## src/rtl/pad_io_ctrl.sv

```systemverilog
// pad_io_ctrl: per-pin pad drive with safe turnaround, synchronised debounced input, edge events and sticky interrupts
module pad_io_ctrl #(
  parameter int NPAD = 8,
  parameter int SYNC_STAGES = 2,
  parameter int DB_W = 4
) (
  input  logic            pclk,
  input  logic            rst,
  input  logic [NPAD-1:0] core_do,
  input  logic [NPAD-1:0] core_oe,
  input  logic [DB_W-1:0] db_limit,
  input  logic [NPAD-1:0] int_en,
  input  logic [NPAD-1:0] int_clr,
  output logic [NPAD-1:0] pad_i,
  output logic [NPAD-1:0] pad_oen,
  input  logic [NPAD-1:0] pad_c,
  output logic [NPAD-1:0] core_di,
  output logic [NPAD-1:0] rise_evt,
  output logic [NPAD-1:0] fall_evt,
  output logic [NPAD-1:0] int_stat,
  output logic            irq
);
  typedef enum logic [1:0] {IN, TURN, OUT} dir_t;
  dir_t            st [NPAD];
  logic [NPAD-1:0] sync [SYNC_STAGES];
  logic [DB_W-1:0] cnt [NPAD];
  logic [NPAD-1:0] s;
  assign s = sync[SYNC_STAGES-1];
  always_ff @(posedge pclk) begin
    if (rst) begin
      pad_i    <= '0;
      pad_oen  <= '1;
      core_di  <= '0;
      rise_evt <= '0;
      fall_evt <= '0;
      int_stat <= '0;
      irq      <= 1'b0;
      for (int k = 0; k < SYNC_STAGES; k++) sync[k] <= '0;
      for (int n = 0; n < NPAD; n++) begin
        st[n]  <= IN;
        cnt[n] <= '0;
      end
    end else begin
      pad_i    <= core_do;
      sync[0]  <= pad_c;
      for (int k = 1; k < SYNC_STAGES; k++) sync[k] <= sync[k-1];
      int_stat <= (int_stat & ~int_clr) | ((rise_evt | fall_evt) & int_en);
      irq      <= |int_stat;
      for (int n = 0; n < NPAD; n++) begin
        st[n]       <= core_oe[n] ? (st[n] == IN ? TURN : OUT) : IN;
        pad_oen[n]  <= !(core_oe[n] && st[n] != IN);
        rise_evt[n] <= 1'b0;
        fall_evt[n] <= 1'b0;
        if (s[n] == core_di[n]) begin
          cnt[n] <= '0;
        end else if (cnt[n] >= db_limit) begin
          core_di[n]  <= s[n];
          rise_evt[n] <= s[n];
          fall_evt[n] <= !s[n];
          cnt[n]      <= '0;
        end else begin
          cnt[n] <= cnt[n] + DB_W'(cnt[n] != '1);
        end
      end
    end
  end
endmodule

```

## config.mk

```make
export PLATFORM = sky130hd
export DESIGN_NAME = pad_io_ctrl
export DESIGN_NICKNAME = d
export VERILOG_FILES = /design/src/rtl/pad_io_ctrl.sv
export SDC_FILE = /design/constraint.sdc
export NUM_CORES = 1
export LEC_CHECK = 0
export ABC_AREA = 1
export CAP_MARGIN = 20
export CORE_UTILIZATION = 25
export DETAILED_ROUTE_END_ITERATION = 10
export PLACE_DENSITY = 0.5
export SLEW_MARGIN = 20
export SYNTH_ARGS = -nofsm -noshare
export SYNTH_HDL_FRONTEND = slang
export SYNTH_SLANG_ARGS = --single-unit
```

## constraint.sdc

```tcl
create_clock -name pclk -period 2.9 [get_ports pclk]
set_input_delay 0.29 -clock pclk [delete_from_list [all_inputs] [get_ports pclk]]
set_output_delay 0.29 -clock pclk [all_outputs]
set_load 0.005 [all_outputs]
```

Word level (Yosys, flattened, before mapping)
Memory sizes are Yosys's and may differ from the RTL's.
Index checks and enable logic that the tools add are counted.
Widths: inputs -> output; s select.
{"block": "word_totals", "ff_bits": 49, "memories": 3, "ramBits": 64, "elab_cells": 316}
{"block": "classes", "bitwise_logic": 55, "n_addsub": 8, "eq_ne": 16, "magnitude_cmp": 8, "mux": 141, "reduce_logical": 57}
{"name": "cnt", "depth": 8, "word_bits": 4, "read_ports": 8, "rd_ports_with_merged_regs": 0, "wr": 8, "line": "26", "source": "logic [DB_W-1:0] cnt [NPAD];"}
{"name": "st", "depth": 8, "word_bits": 2, "read_ports": 8, "rd_ports_with_merged_regs": 0, "wr": 8, "line": "24", "source": "dir_t st [NPAD];"}
{"name": "sync", "depth": 2, "word_bits": 8, "read_ports": 2, "rd_ports_with_merged_regs": 0, "wr": 2, "line": "25", "source": "logic [NPAD-1:0] sync [SYNC_STAGES];"}
{"op": "$mux 4", "count": 24}
{"op": "$mux 1", "count": 91}
{"op": "$mux 2", "count": 24}
{"op": "$or 1x1->1", "count": 34}
{"op": "$add 4x1->4", "count": 8}
{"op": "$ge 4x4->1", "count": 8}
{"op": "$ne 4x4->1 const B", "count": 8}
{"op": "$reduce_or 3->1", "count": 8}
{"op": "$and 8x8->8", "count": 2}
{"op": "$logic_not 1->1", "count": 16}
{"op": "$logic_not 2->1", "count": 8}
{"op": "$mux 8", "count": 2}
{"op": "$not 1->1", "count": 16}
{"op": "$or 8x8->8", "count": 2}
{"op": "$reduce_and 2->1", "count": 8}
{"op": "$reduce_bool 2->1", "count": 8}
{"op": "$eq 1x1->1", "count": 8}
{"op": "$logic_and 1x1->1", "count": 8}
{"op": "$not 8->8", "count": 1}
{"op": "$reduce_or 8->1", "count": 1}

Depth between registers and ports, before layout
Gate-level depths: netlist of the first run.
{"block": "depth", "word_depth": 7, "ltp_mapped": 10, "mapped_depth_nobuf": 10}

Worst setup path after synthesis of the first run
OpenSTA, ideal clock, no wires.
{"block": "synth_timing", "path_kind": "input to register", "start": "input db_limit[3]", "end": "memory cnt[5][0], in the netlist cnt[1][4] (data pin)", "arrival_time_ps": 1211, "setup_slack_ps": 1548, "setup_ps": 141, "cell_stages": 5, "path_buffers": 0, "cell_sequence": "inv_1 -> ha_1 -> a21oi_1 -> nand4_2 -> nor2_1"}
{"element": "from (decl)", "line": "11", "source": "input logic [DB_W-1:0] db_limit,"}
{"element": "to (decl)", "line": "26"}

==> results of run 1 <==
kinds of logic after synthesis:
kind of cell             count (synthesis)  synth area share [%]
AND/OR/NAND/NOR                        242                  21.2
buffers and inverters                  150                  11.3
flip-flops                             113                  49.8
adder cells (fa/ha/maj)                 48                  11.6
AO/OA/AOI/OAI                           33                  3.33
XOR/XNOR                                16                  2.70
other                                    1                0.0723
worst register-to-register path: cells and delay by family, from the launching register on:
kind,cells,cell delay [ns]
fa+ha+maj,1,0.32
flops,1,0.42
compound gates,1,0.28
simple gates,2,0.33
path summary, 6_finish.rpt:
check                      startpoint                 endpoint  slack [ns]  cells past startpoint
max                       db_limit[3]  cnt[0][9]$_SDFFCE_PN0P_        1.20                      6
min                               rst    sync[0][2]$_SDFF_PP0_        0.30                      2
max reg2reg  cnt[0][11]$_SDFFCE_PN0P_  cnt[0][9]$_SDFFCE_PN0P_        1.41                      4
min reg2reg     sync[0][3]$_SDFF_PP0_   sync[0][11]$_SDFF_PP0_        0.40                      2
final cells by class:
class / count / area [sq um]
timing repair buffer: 95 / 943
clock buffer: 23 / 532
inverter: 143 / 542
clock inverter: 8 / 43.8
sequential: 113 / 2580
fill: 2118 / 13200
multi-input combinational: 371 / 2130
tap: 270 / 338
stage by stage:
stage	utilization, %	area [sq um]	cells	total power [uW]
finish	35.0	7110	1023	4250
global route	35.0	7110	1023	4480
floorplan	-	5300	634	2080
global placement	32.2	6540	992	2280
CTS	35.0	7110	1023	4320
detailed placement	32.2	6540	992	2280
where the power goes:
group / internal (uW) / switching, uW
Sequential: 1710 / 56.9
Clock: 1280 / 728
Combinational: 230 / 246
layer usage:
layer / GRT usage [%] / vias up / share of wire [%]
met3: 5.05 / 11 / 6.2
met2: 17.2 / 97 / 44
met1: 14.3 / 1712 / 48
met4: 4.43 / 0 / 1.1
li1: - / 2142 / -
met5: 0 / - / 0
layout by cell type (no fill, tap or decap), drive strengths merged:
| cell type | n |
|---|---|
| a21oi | 17 |
| buf | 2 |
| clkbuf | 23 |
| clkdlybuf4s50 | 93 |
| clkinv | 6 |
| conb | 32 |
| dfxtp | 81 |
| edfxtp | 32 |
| ha | 48 |
| inv | 145 |
| nand2 | 80 |
| nand3 | 24 |
| nand4 | 24 |
| nor2 | 96 |
| nor3 | 8 |
| nor4 | 10 |
| o21ai | 16 |
| xnor2 | 11 |
| xor2 | 5 |
==> out/metrics.cfg, run 1 <==
[status]
status=complete, no violations

[min_path]
min_path_type=in -> reg

[clock_tree]
cts.repair.resized=0
root_buffer=clkbuf_16
cts_setup_buffers=0
htree_levels=4
cts_sinks=113
cts-buffers-inserted=17
clk_latency_ns=0.42
path_clk_slew_ns=0.05
holdBufCountCts=0
cts_tree=yes
clockBufferDepth=2

[global_routing]
grt_pass1_wl_microns=18400
grt_max_degree=32
antenna_found_initial=0
grt_pass1_vias=3722
grt-ovfl-total=0
track_usage_pct=11.4

[layout]
drive_gt1_share_pct=5.98
largest_register=cnt
syn_to_final_growth_pct=37.2
nets=835
reg_top3=cnt (32), st (16), sync (16)
n_antenna_cell=0
largest_register_ffs=32

[detailed_routing]
drcViolationCount=0
drt-total-wl_microns=11100
ant_nets=0
avgViaCountPerCell=3.87
wl_per_cell_microns=10.8
initialDrtViolationCount=167
firstDrtPassIters=6
num_vias=3962

[sta]
setup-tns-final_ns=0
rsz0062_at_grt=false
layout_min_cycle_time_ns=1.70
finalSetupViolCount=0
holdWs_ns=0.303
max_clock_freq_mhz=587
slew_headroom_pct=48.4
fin_crit_sh_pct=58.8
finalHoldViolations=0
finalClockSkew_ns=0.0107
finalWorstSetupSlack_ns=1.20
slew_violations=0
worst_pin_slew_ns=0.765

[logic_synthesis]
yosysWarnings=0
synth_ff_type=dfxtp_1
synth_edf_count=32
synth_cell_type_count=22
synth.most_common_cell=inv_1
syn_inst=603
synthesis.area_sq_mm=0.00518
synth_common_cells=inv_1, nor2_1, dfxtp_1, nand2_1, ha_1
yosysSeqAreaShare_pct=49.8
synthArstFlopShare_pct=0
synthTopCellsByArea=dfxtp_1, edfxtp_1, ha_1
syn_area_per_cell_sq_um=8.60
yosys.area.top_type_share_pct=31.3
yosysTopAreaCell=dfxtp_1
ys_ff_latch=113

[die]
dieWidth_microns=146
io-pin-count=95
start_util_pct=25.5
die_h_microns=146
dieArea_sq_mm=0.0213
num_rows=52
core_area_sq_mm=0.0203

[placement]
portBuffers=94
gp_congestion=0.745
pre_cts_slack_ns=0.713
hpwlAfterDp_microns=8010

[power_and_ir_drop]
p_per_area_mw_per_mm2=597
peakVddDrop_v=0.000318
p_leak_uw=0.00334

[job]
cap_violations=0

[critical_path]
cp_slowest_cell=clkdlybuf4s50_1
critical-path-top-delay-family=buffers and inverters
max_stage_delay_ns=0.40
startpoint_type=input pin
crit_buf_inv=2
crit_type=in -> reg
critPathArrivalTime_ns=1.98
crit_chain=clkdlybuf4s50_1 > inv_1 > ha_1 > a21oi_1 > nand4_2 > nor2_1
required_ns=3.18
crit_fanout=8
cp-end-kind=flop

(Power assumes the default switching activity.)
==> run 2: changes to the inputs <==
==> constraint.sdc (replaced) <==
create_clock -name pclk -period 1.7 [get_ports pclk]
set_input_delay 0.17 -clock pclk [delete_from_list [all_inputs] [get_ports pclk]]
set_output_delay 0.17 -clock pclk [all_outputs]
set_load 0.005 [all_outputs]
==> out/metrics.cfg, run 2 (same netlist as run 1, synthesis figures left out) <==
[critical_path]
crit_fanout=3  ; was 8
startpoint_type=flop  ; was input pin
critical-path-top-delay-family=buffers and inverters  ; unchanged
crit_chain=clkdlybuf4s50_1  ; was clkdlybuf4s50_1 > inv_1 > ha_1 > a21oi_1 > nand4_2 > nor2_1
max_stage_delay_ns=0.54  ; was 0.40 ns
cp_slowest_cell=clkdlybuf4s50_1  ; unchanged
cp-end-kind=output pin  ; was flop
crit_type=reg -> out  ; was in -> reg
critPathArrivalTime_ns=1.39  ; was 1.98 ns
required_ns=1.53  ; was 3.18 ns
crit_buf_inv=1  ; was 2

[power_and_ir_drop]
clkPwrFrac_pct=46.9  ; was 47.2%
p_sw_uw=1720  ; was 1030 uW
p_comb_share_pct=11.5  ; was 11.2%
intPower_uw=5520  ; was 3220 uW
peakVddDrop_v=0.000509  ; was 0.000318 V
swShare_pct=23.8  ; was 24.3%
seqPwrFrac_pct=41.6  ; about the same
p_per_area_mw_per_mm2=1010  ; was 597 mW/mm^2
p_leak_uw=0.00338  ; was 0.00334 uW

[sta]
finalWorstSetupSlack_ns=0.144  ; was 1.20 ns
rsz0062_at_grt=false  ; unchanged
max_clock_freq_mhz=643
layout_min_cycle_time_ns=1.56
finalHoldViolations=0  ; unchanged
fin_crit_sh_pct=91.5
worst_pin_slew_ns=0.704  ; was 0.765 ns
holdWs_ns=0.208  ; was 0.303 ns
slew_violations=0  ; unchanged
setup-tns-final_ns=0  ; unchanged
finalClockSkew_ns=0.00497  ; was 0.0107 ns
finalSetupViolCount=0  ; unchanged
slew_headroom_pct=52.6  ; was 48.4%

[detailed_routing]
num_vias=3981  ; was 3962
drt-total-wl_microns=11100  ; about the same
initialDrtViolationCount=140  ; was 167
firstDrtPassIters=4  ; was 6
drcViolationCount=0  ; unchanged
avgViaCountPerCell=3.87  ; about the same
wl_per_cell_microns=10.8  ; about the same
ant_nets=0  ; unchanged

[global_routing]
grt_max_degree=50  ; was 32
track_usage_pct=11.4  ; about the same
met2_usage_pct=17.3  ; was 17.2%
use_met3_pct=3.51  ; was 5.05%
grt_pass1_vias=3784  ; was 3722
grt-ovfl-total=0  ; unchanged
grt_pass1_wl_microns=18500  ; was 18400 microns
grt_busiest_layer=met2  ; unchanged
grt_util_met1_pct=14.7  ; was 14.3%
antenna_found_initial=0  ; unchanged

[layout]
syn_to_final_growth_pct=39.0  ; was 37.2%
layout_common_cells=inv_1, nor2_1, clkdlybuf4s50_1  ; unchanged
largest_register_ffs=32  ; unchanged
drive_gt1_share_pct=6.71  ; was 5.98%
layout.cells.most_common=inv_1  ; unchanged
n_antenna_cell=0  ; unchanged
fill_cells=2139  ; was 2118
seq_area_sq_mm=0.00258  ; unchanged
nets=841  ; was 835
multi_input_area_sq_mm=0.00214  ; was 0.00213 sq mm
final_core_util_pct=35.5  ; was 35.0%
largest_register=cnt  ; unchanged
reg_top3=cnt (32), st (16), sync (16)  ; unchanged

[clock_tree]
cts_sinks=113  ; unchanged
root_buffer=clkbuf_16  ; unchanged
clockBufferDepth=2  ; unchanged
htree_levels=4  ; unchanged
path_clk_slew_ns=0.05  ; about the same
clk_latency_ns=0.42  ; about the same
cts-buffers-inserted=17  ; unchanged
cts_tree=yes  ; unchanged
cts_setup_buffers=0  ; unchanged

[die]
io-pin-count=95  ; unchanged
dieArea_sq_mm=0.0213  ; unchanged
num_rows=52  ; unchanged
die_h_microns=146  ; unchanged
dieWidth_microns=146  ; unchanged
start_util_pct=25.5  ; unchanged
core_area_sq_mm=0.0203  ; unchanged

[placement]
hpwlAfterDp_microns=8110  ; was 8010 microns
gp_congestion=0.730  ; was 0.745
pre_cts_slack_ns=-0.203  ; was 0.713 ns
portBuffers=94  ; unchanged

[job]
cap_violations=0  ; unchanged

[min_path]
min_path_type=in -> reg  ; unchanged

[status]
status=complete, no violations  ; unchanged

[run 2: cell types whose count changed in the layout (fill, tap and decap cells not counted)]
cell        before  now
buf_12           0    3
clkinvlp_4       0    1
clkinv_4         1    2
clkinv_2         5    4
buf_4            1    4
clkbuf_1         1    3
a21oi_2          0    1
inv_4            3    1
a21oi_1         17   16
[run 2: worst min-delay path, cell delays in order]
cell	delay (ns)
buf_2	0.13
clkinv_4	0.14
nand2_1	0.07
nor2_1	0.06
[run 2: what timing repair did]
action | 4_1_cts | 5_1_grt
hold buffers | 0 | 0
gates resized for setup | 0 | 1
endpoints found under the setup margin | 0 | 1
endpoints found under the hold margin | 0 | 0
[run 2: power groups by stage]
stage,clock network [uW],registers [uW],logic (uW)
after floorplan,0,3050,490
after global placement,0,3070,839
after detailed placement,0,3070,840
after CTS,3510,3020,848
after global routing,3640,3030,973
final,3400,3010,835
[run 2: metrics by stage]
stage / instances / power [uW] / instance area [sq um]
finish: 1030 / 7240 / 7210
global route: 1030 / 7640 / 7210
floorplan: 634 / 3540 / 5300
CTS: 1030 / 7370 / 7200
detailed placement: 998 / 3910 / 6620
global placement: 998 / 3910 / 6620
[run 2: area by class of cell]
type | count | area share, %
sequential | 113 | 35.8
multi-input combinational | 371 | 29.6
timing repair buffer | 101 | 14.2
inverter | 143 | 7.52
clock buffer | 25 | 7.48
tap | 270 | 4.69
clock inverter | 7 | 0.590
[run 2: path summary, 6_finish.rpt]
kind | slack [ns] | cells past startpoint | to | startpoint
setup / recovery | 0.14 | 1 | int_stat[3] | int_stat[3]$_SDFF_PP0_
hold / removal | 0.21 | 4 | core_di[2]$_SDFFE_PP0P_ | rst
setup reg to reg | 0.19 | 4 | cnt[0][7]$_SDFFCE_PN0P_ | cnt[0][7]$_SDFFCE_PN0P_
hold reg to reg | 0.40 | 2 | sync[0][9]$_SDFF_PP0_ | sync[0][1]$_SDFF_PP0_
[run 2: routing by layer]
layer  vias to the layer above  share of wire (%)  routed length (microns)
met5                         -                  0                        0
met4                         0                1.7                      190
met3                        17                5.8                      648
met2                        94                 43                     4760
met1                      1705                 50                     5520
li1                       2165                  -                        -
